File: config.mk
export PLATFORM = sky130hd
export DESIGN_NAME = note_field_scroller
export DESIGN_NICKNAME = d
export VERILOG_FILES = /design/src/rtl/note_field_scroller.sv
export SDC_FILE = /design/constraint.sdc
export NUM_CORES = 1
export LEC_CHECK = 0
export CORE_MARGIN = 2
export CORE_UTILIZATION = 37
export DETAILED_ROUTE_END_ITERATION = 8
export MAX_ROUTING_LAYER = met4
export PLACE_DENSITY = 0.88
export SKIP_LAST_GASP = 1
export SLEW_MARGIN = 30
export SYNTH_ARGS = -nofsm -noshare
export SYNTH_HDL_FRONTEND = slang
export SYNTH_SLANG_ARGS = --single-unit
File: constraint.sdc
create_clock -name vgaclk -period 2 [get_ports vgaclk]
set_clock_uncertainty 0.15 [all_clocks]
set_input_delay 0.3 -clock vgaclk [delete_from_list [all_inputs] [get_ports vgaclk]]
set_output_delay 0.3 -clock vgaclk [all_outputs]
set_load 0.02 [all_outputs]
File: src/rtl/note_field_scroller.sv
`default_nettype none
// ============================================================================
// Module   : note_field_scroller
// Purpose  : Drives the falling-note row RAM write port. After reset it clears
//            the field, then writes one chart row per scroll step as the new top row.
// Revision : 1.0 - initial release
// ============================================================================

module note_field_scroller #(
  parameter int ROWS            = 20,
  parameter int ROW_W           = 128,
  parameter int CHART_AW        = 8,
  parameter int CHART_LEN       = 256,
  parameter int FRAMES_PER_STEP = 4
) (
  input  logic                vgaclk,
  input  logic                rst_n,
  input  logic                run,
  input  logic                restart,
  input  logic                frame_tick,
  output logic [CHART_AW-1:0] rom_addr,
  input  logic [ROW_W-1:0]    rom_q,
  output logic [4:0]          wraddress,
  output logic [ROW_W-1:0]    data,
  output logic                wren,
  output logic [4:0]          head,
  output logic                step_pulse,
  output logic                song_done
);

  localparam int c_PW = CHART_AW + 1;
  localparam int c_FW = $clog2(FRAMES_PER_STEP + 1);
  localparam int c_DW = $clog2(ROWS + 1);

  localparam logic [4:0]      c_LAST_ROW   = 5'(ROWS - 1);
  localparam logic [c_PW-1:0] c_LEN        = c_PW'(CHART_LEN);
  localparam logic [c_FW-1:0] c_FRAME_LAST = c_FW'(FRAMES_PER_STEP - 1);
  localparam logic [c_DW-1:0] c_DRAIN_LAST = c_DW'(ROWS - 1);

  typedef enum logic [2:0] {
    S_CLEAR = 3'd0,
    S_WAIT  = 3'd1,
    S_FETCH = 3'd2,
    S_WRITE = 3'd3,
    S_DONE  = 3'd4
  } state_t;

  state_t            r_state, w_state;
  logic [4:0]        r_clr, w_clr;
  logic [4:0]        r_head, w_head;
  logic [c_PW-1:0]   r_ptr, w_ptr;
  logic [c_FW-1:0]   r_frame, w_frame;
  logic [c_DW-1:0]   r_drain, w_drain;
  logic              r_wren, w_wren;
  logic [4:0]        r_wraddr, w_wraddr;
  logic [ROW_W-1:0]  r_data, w_data;
  logic              r_step, w_step;
  logic              r_done, w_done;
  logic [4:0]        w_nh;
  logic              w_in_chart;

  assign w_nh       = (r_head == 5'd0) ? c_LAST_ROW : r_head - 5'd1;
  assign w_in_chart = (r_ptr < c_LEN);

  always_ff @(posedge vgaclk or negedge rst_n) begin
    if (!rst_n) begin
      r_state  <= S_CLEAR;
      r_clr    <= '0;
      r_head   <= '0;
      r_ptr    <= '0;
      r_frame  <= '0;
      r_drain  <= '0;
      r_wren   <= 1'b0;
      r_wraddr <= '0;
      r_data   <= '0;
      r_step   <= 1'b0;
      r_done   <= 1'b0;
    end else begin
      r_state  <= w_state;
      r_clr    <= w_clr;
      r_head   <= w_head;
      r_ptr    <= w_ptr;
      r_frame  <= w_frame;
      r_drain  <= w_drain;
      r_wren   <= w_wren;
      r_wraddr <= w_wraddr;
      r_data   <= w_data;
      r_step   <= w_step;
      r_done   <= w_done;
    end
  end

  // Write-port registers are loaded on the edge that enters the state they belong to.
  always_comb begin
    w_state  = r_state;
    w_clr    = r_clr;
    w_head   = r_head;
    w_ptr    = r_ptr;
    w_frame  = r_frame;
    w_drain  = r_drain;
    w_wren   = 1'b0;
    w_wraddr = '0;
    w_data   = '0;
    w_step   = 1'b0;
    w_done   = r_done;

    if (restart) begin
      // The sweep starts right away with row 0.
      w_state  = (ROWS == 1) ? S_WAIT : S_CLEAR;
      w_clr    = 5'd1;
      w_head   = '0;
      w_ptr    = '0;
      w_frame  = '0;
      w_drain  = '0;
      w_done   = 1'b0;
      w_wren   = 1'b1;
      w_wraddr = '0;
    end else begin
      case (r_state)
        S_CLEAR: begin
          w_wren   = 1'b1;
          w_wraddr = r_clr;
          if (r_clr == c_LAST_ROW) begin
            w_clr   = '0;
            w_state = S_WAIT;
          end else begin
            w_clr = r_clr + 5'd1;
          end
        end
        S_WAIT: begin
          if (run && frame_tick) begin
            if (r_frame == c_FRAME_LAST) begin
              w_frame = '0;
              w_state = S_FETCH;
            end else begin
              w_frame = r_frame + c_FW'(1);
            end
          end
        end
        S_FETCH: begin
          w_state  = S_WRITE;
          w_wren   = 1'b1;
          w_wraddr = w_nh;
          w_data   = w_in_chart ? rom_q : '0;
          w_step   = 1'b1;
        end
        S_WRITE: begin
          w_head  = w_nh;
          w_state = S_WAIT;
          if (w_in_chart) begin
            w_ptr = r_ptr + c_PW'(1);
          end else begin
            w_drain = r_drain + c_DW'(1);
            if (r_drain == c_DRAIN_LAST) begin
              w_state = S_DONE;
              w_done  = 1'b1;
            end
          end
        end
        S_DONE: begin
          w_state = S_DONE;
        end
        default: begin
          w_state = S_CLEAR;
        end
      endcase
    end
  end

  assign rom_addr   = r_ptr[CHART_AW-1:0];
  assign wraddress  = r_wraddr;
  assign data       = r_data;
  assign wren       = r_wren;
  assign head       = r_head;
  assign step_pulse = r_step;
  assign song_done  = r_done;

endmodule

`default_nettype wire
==> results.md, run 1 <==
Status:
- The run finished with clean final reports.

Floorplan:
- The die outline width is 132 um.
- Measured along the y axis, the die boundary spans 132 um.
- The total area inside the core boundary comes to 0.0159 mm2.
- The I/O pin total is 282.
- The die covers 0.0173 mm2.
- In this run the core area contains 46 standard-cell rows.
- The initial core utilization is a little under two fifths.

Synth:
- Of the total synthesized cell area, the portion taken by XOR and XNOR cells is less than 1%.
- The count of different cell masters after synthesis is 43.
- The main combinational cell family by area after synthesis is simple AND/OR/NAND/NOR gates.
- The post-synthesis net count is just over 600.
- The total number of yosys warnings is 0.
- The area fraction in and, or, nand and nor cells after synthesis is roughly a fifth.
- The share of the synthesized area in compound gates (AO/OA/AOI/OAI) is 5.69%.
- Of the post-synthesis cell area, the part taken by muxes is 0.166%.
- Counting flops and latches in the post-synthesis netlist gives 166.
- The mean instance size in the synthesized netlist is between 10 and 15 um2.
- The post-synthesis async set-or-reset flop share is 100%.
- The number of enable flip-flop cells after synthesis is 0.
- After synthesis, flip-flops and latches occupy slightly below 70% of the total area.
- The count of mapped cells out of synthesis is around 480.
- The synthesized netlist devotes a little over 1% of its cell area to adder and majority cells.
- The combined area of all synthesized cells is 0.00602 mm2.
- The leading register cell type out of synthesis is sky130_fd_sc_hd__dfrtp_1.

Clocking:
- The clock latency reported for the late side of the worst-skew pair is 0.41 ns.
- The clock passes through at most 2 buffers.
- The total CTS buffers is 17.
- The depth of the CTS H-tree is 4.
- The sink count of the clock tree is 166.
- Clock-pin slew was measured on the worst setup and hold paths at about 0.060 ns.
- In this run the clock root is driven by a sky130_fd_sc_hd__clkbuf_16.
- TritonCTS built the clock tree.

Timing:
- The number of hold-slack violations in the final timing report was 0.
- The remaining max-slew budget at the tightest pin is 64.0%.
- The accumulated negative setup slack is 0 ns.
- The highest clock rate is approximately 0.51 GHz.
- The slew at the pin closest to its max-slew limit is 0.540 ns.
- Setup violations remaining at the end of the flow were counted as 0.
- The number of max-slew violations in the final report is 0.
- Setup repair after global routing left no endpoint under its margin.
- The final critical path time including I/O delays and setup is 1.96 ns.
- The final cycle utilization of the critical path is a little over nine tenths.

Flow run:
- The count of max-cap constraint violations is 0.

GRT:
- The number of global-route vias before repair is 4834.
- The total global routing overflow is 0.
- The initial antenna violation count is 0.
- The wire length of the first global-routing pass is 25400 um.
- Global routing used 19.5% of the available tracks.
- The pin count of the biggest net entering global routing is 96.

Drt:
- The count of TritonRoute iterations in the first routing pass is 4.
- The count of antenna-violating nets left after detailed routing is 0.
- Dividing the detail-routed via count by the number of cells gives 4.57.
- The average detailed-routed wire length per instance is 15.7 um.
- The final layout contains routed wiring with a total length of ~16000 um.
- The total vias in the final route is around 4.6k.
- The detailed-route DRC error count is 0.
- The violation count after the first detailed-route iteration is 156.

Power:
- Summed over all cells, the static leakage comes to 4.43 nW.
- The total power divided by cell area is between 800 and 900 mW/mm2.
- The worst-case IR drop observed on VDD is ~0.52 mV.

Cells and area:
- The area of the multi-input gates is ~0.0017 mm2.
- In the final layout, the share of cells above drive strength 1 is a little under 8%.
- The layout overhead on the synthesized area is 62.3%.
- The post-layout net count is between 900 and 1k.
- The filler cells instantiated in the layout total 1227.
- The count of cells in the finished layout, fillers not included, comes to between 900 and 1k.
- Summing all flip-flop and latch instances after layout gives roughly 0.0042 mm2.

Placed design:
- During placement, the flow inserted port buffers numbering 281.
- The cell count after placement is roughly 960.
- The final weighted congestion in routability-driven placement is 0.806.
- The half-perimeter wire length of the detailed placement result is 11600 um.

Setup path:
- STA puts the critical path data arrival time at 1.51 ns.
- The delay of the slowest critical-path stage is 0.64 ns.
- The critical-path maximum fanout is 7.
- The category of the critical setup timing path is reg2out.
- The largest individual stage delay along the critical path comes from the cell sky130_fd_sc_hd__clkdlybuf4s50_1.
- STA puts the critical path data required time at 1.55 ns.
- The worst setup path is launched from a flip-flop.
- The worst setup path is captured at a primary output.
- The number of buffers and inverters on the critical path is 1.
- The kind of cell with the highest combined delay along the critical path is buffers and inverters.
- The critical path goes through clkdlybuf4s50_1.

Hold path:
- The worst hold path belongs to the class in2async.
[layout make-up]
type,instances,area share (%)
Tap cell,216,2.76
Sequential cell,166,42.5
Multi-Input combinational cell,268,17.4
Clock inverter,12,1.19
Inverter,9,0.345
Antenna cell,1,0.0256
Timing Repair Buffer,304,31.2
Clock buffer,20,4.67
[cell usage in the layout, fill, tap and decap left out, drive strengths merged, types with 3 or more instances in the layout]
cell type and n:
inv 15, buf 23, ha 5, clkinv 3, or3 14, dfrtp 166
dlymetal6s2s 3, o31ai 5, o21ai 15, nor2b 3, nor3 4, xor2 3
clkbuf 20, nand3 8, nand2b 4, a21oi 21, nor2 8, clkdlybuf4s50 277
a31oi 4, a311oi 3, and2 130, or4 3, nand2 12
[per-layer routing]
layer  global-route usage [%]  wire length (um)
met1                     22.3              6070
met2                     32.2              8020
met3                     6.25              1190
met4                     7.49               361
met5                        -                 0
[final timing paths]
check                      startpoint     endpoint  slack, ns  depth (start not counted)
setup / recovery             r_ptr[4]  rom_addr[4]       0.04                          1
hold / removal                  rst_n      head[3]       0.28                          2
setup reg to reg              head[1]      head[4]       0.08                          5
hold reg to reg             song_done    song_done       0.37                          2
max in group asynchronous       rst_n     data[49]       0.83                          3
min in group vgaclk        rom_q[102]    data[102]       0.28                          2
[flip-flops by register name (all words and copies together), names as in the netlist]
name / flops
data: 128
r_ptr: 9
head: 5
r_clr: 5
r_drain: 5
wraddress: 5
r_frame: 3
r_state: 3
song_done: 1
step_pulse: 1
wren: 1
[stage by stage]
| stage | utilization, % | area, um2 | hold WS, ns | setup slack [ns] | power (W) |
|---|---|---|---|---|---|
| global route | 61.6 | 9780 | 0.268 | 0.00177 | 0.00863 |
| finish | 61.6 | 9780 | 0.277 | 0.0435 | 0.00823 |
| detailed placement | 57.8 | 9170 | 0.161 | 0.00114 | 0.00515 |
| CTS | 61.5 | 9760 | 0.257 | 0.00736 | 0.00833 |
| global placement | 57.8 | 9170 | 0.158 | 0.124 | 0.00510 |
| floorplan | - | 6020 | -0.146 | 0.0396 | 0.00434 |
[synthesized netlist by cell type (5+ instances only)]
library cell	n	share of area [%]
sky130_fd_sc_hd__dfrtp_1	166	69
sky130_fd_sc_hd__o31ai_1	5	0.62
sky130_fd_sc_hd__nor2_1	8	0.50
sky130_fd_sc_hd__o21ai_0	15	1.2
sky130_fd_sc_hd__ha_1	5	1.0
sky130_fd_sc_hd__clkbuf_1	23	1.4
sky130_fd_sc_hd__and2_1	130	13
sky130_fd_sc_hd__nand3_1	8	0.66
sky130_fd_sc_hd__inv_1	9	0.56
sky130_fd_sc_hd__buf_4	8	1.0
sky130_fd_sc_hd__nand2_1	12	0.75
sky130_fd_sc_hd__a21oi_1	21	1.7
sky130_fd_sc_hd__or3_1	14	1.5
[kinds of logic (layout without fill, tap and decap cells)]
kind of cell               Yosys count  after routing
AOI/OAI and AO/OA                   57             57
muxes                                1              1
DFF                                166            166
other                                0              1
adders and majority gates            5              5
xor gates and xnor gates             3              3
and+or+nand+nor                    202            202
buffers and inverters               42            345
[where the power goes]
group | switching [W] | internal (W)
logic | 0.000658 | 0.000745
registers | 0.000131 | 0.00355
clock network | 0.00134 | 0.00180
[timing repair]
action	CTS	global route
pin swaps	0	0
resized for setup	1	5
hold endpoints to repair	43	0
setup buffers	0	0
endpoints found under the setup margin	1	7
hold buffers	1	0
No activity file was read; power rests on OpenSTA's default activity.
==> run 2: changes to the inputs <==
CAP_MARGIN = 20   (was not set)
==> results of run 2 <==
The final DEF is identical to that of run 1; final timing and power are the same.
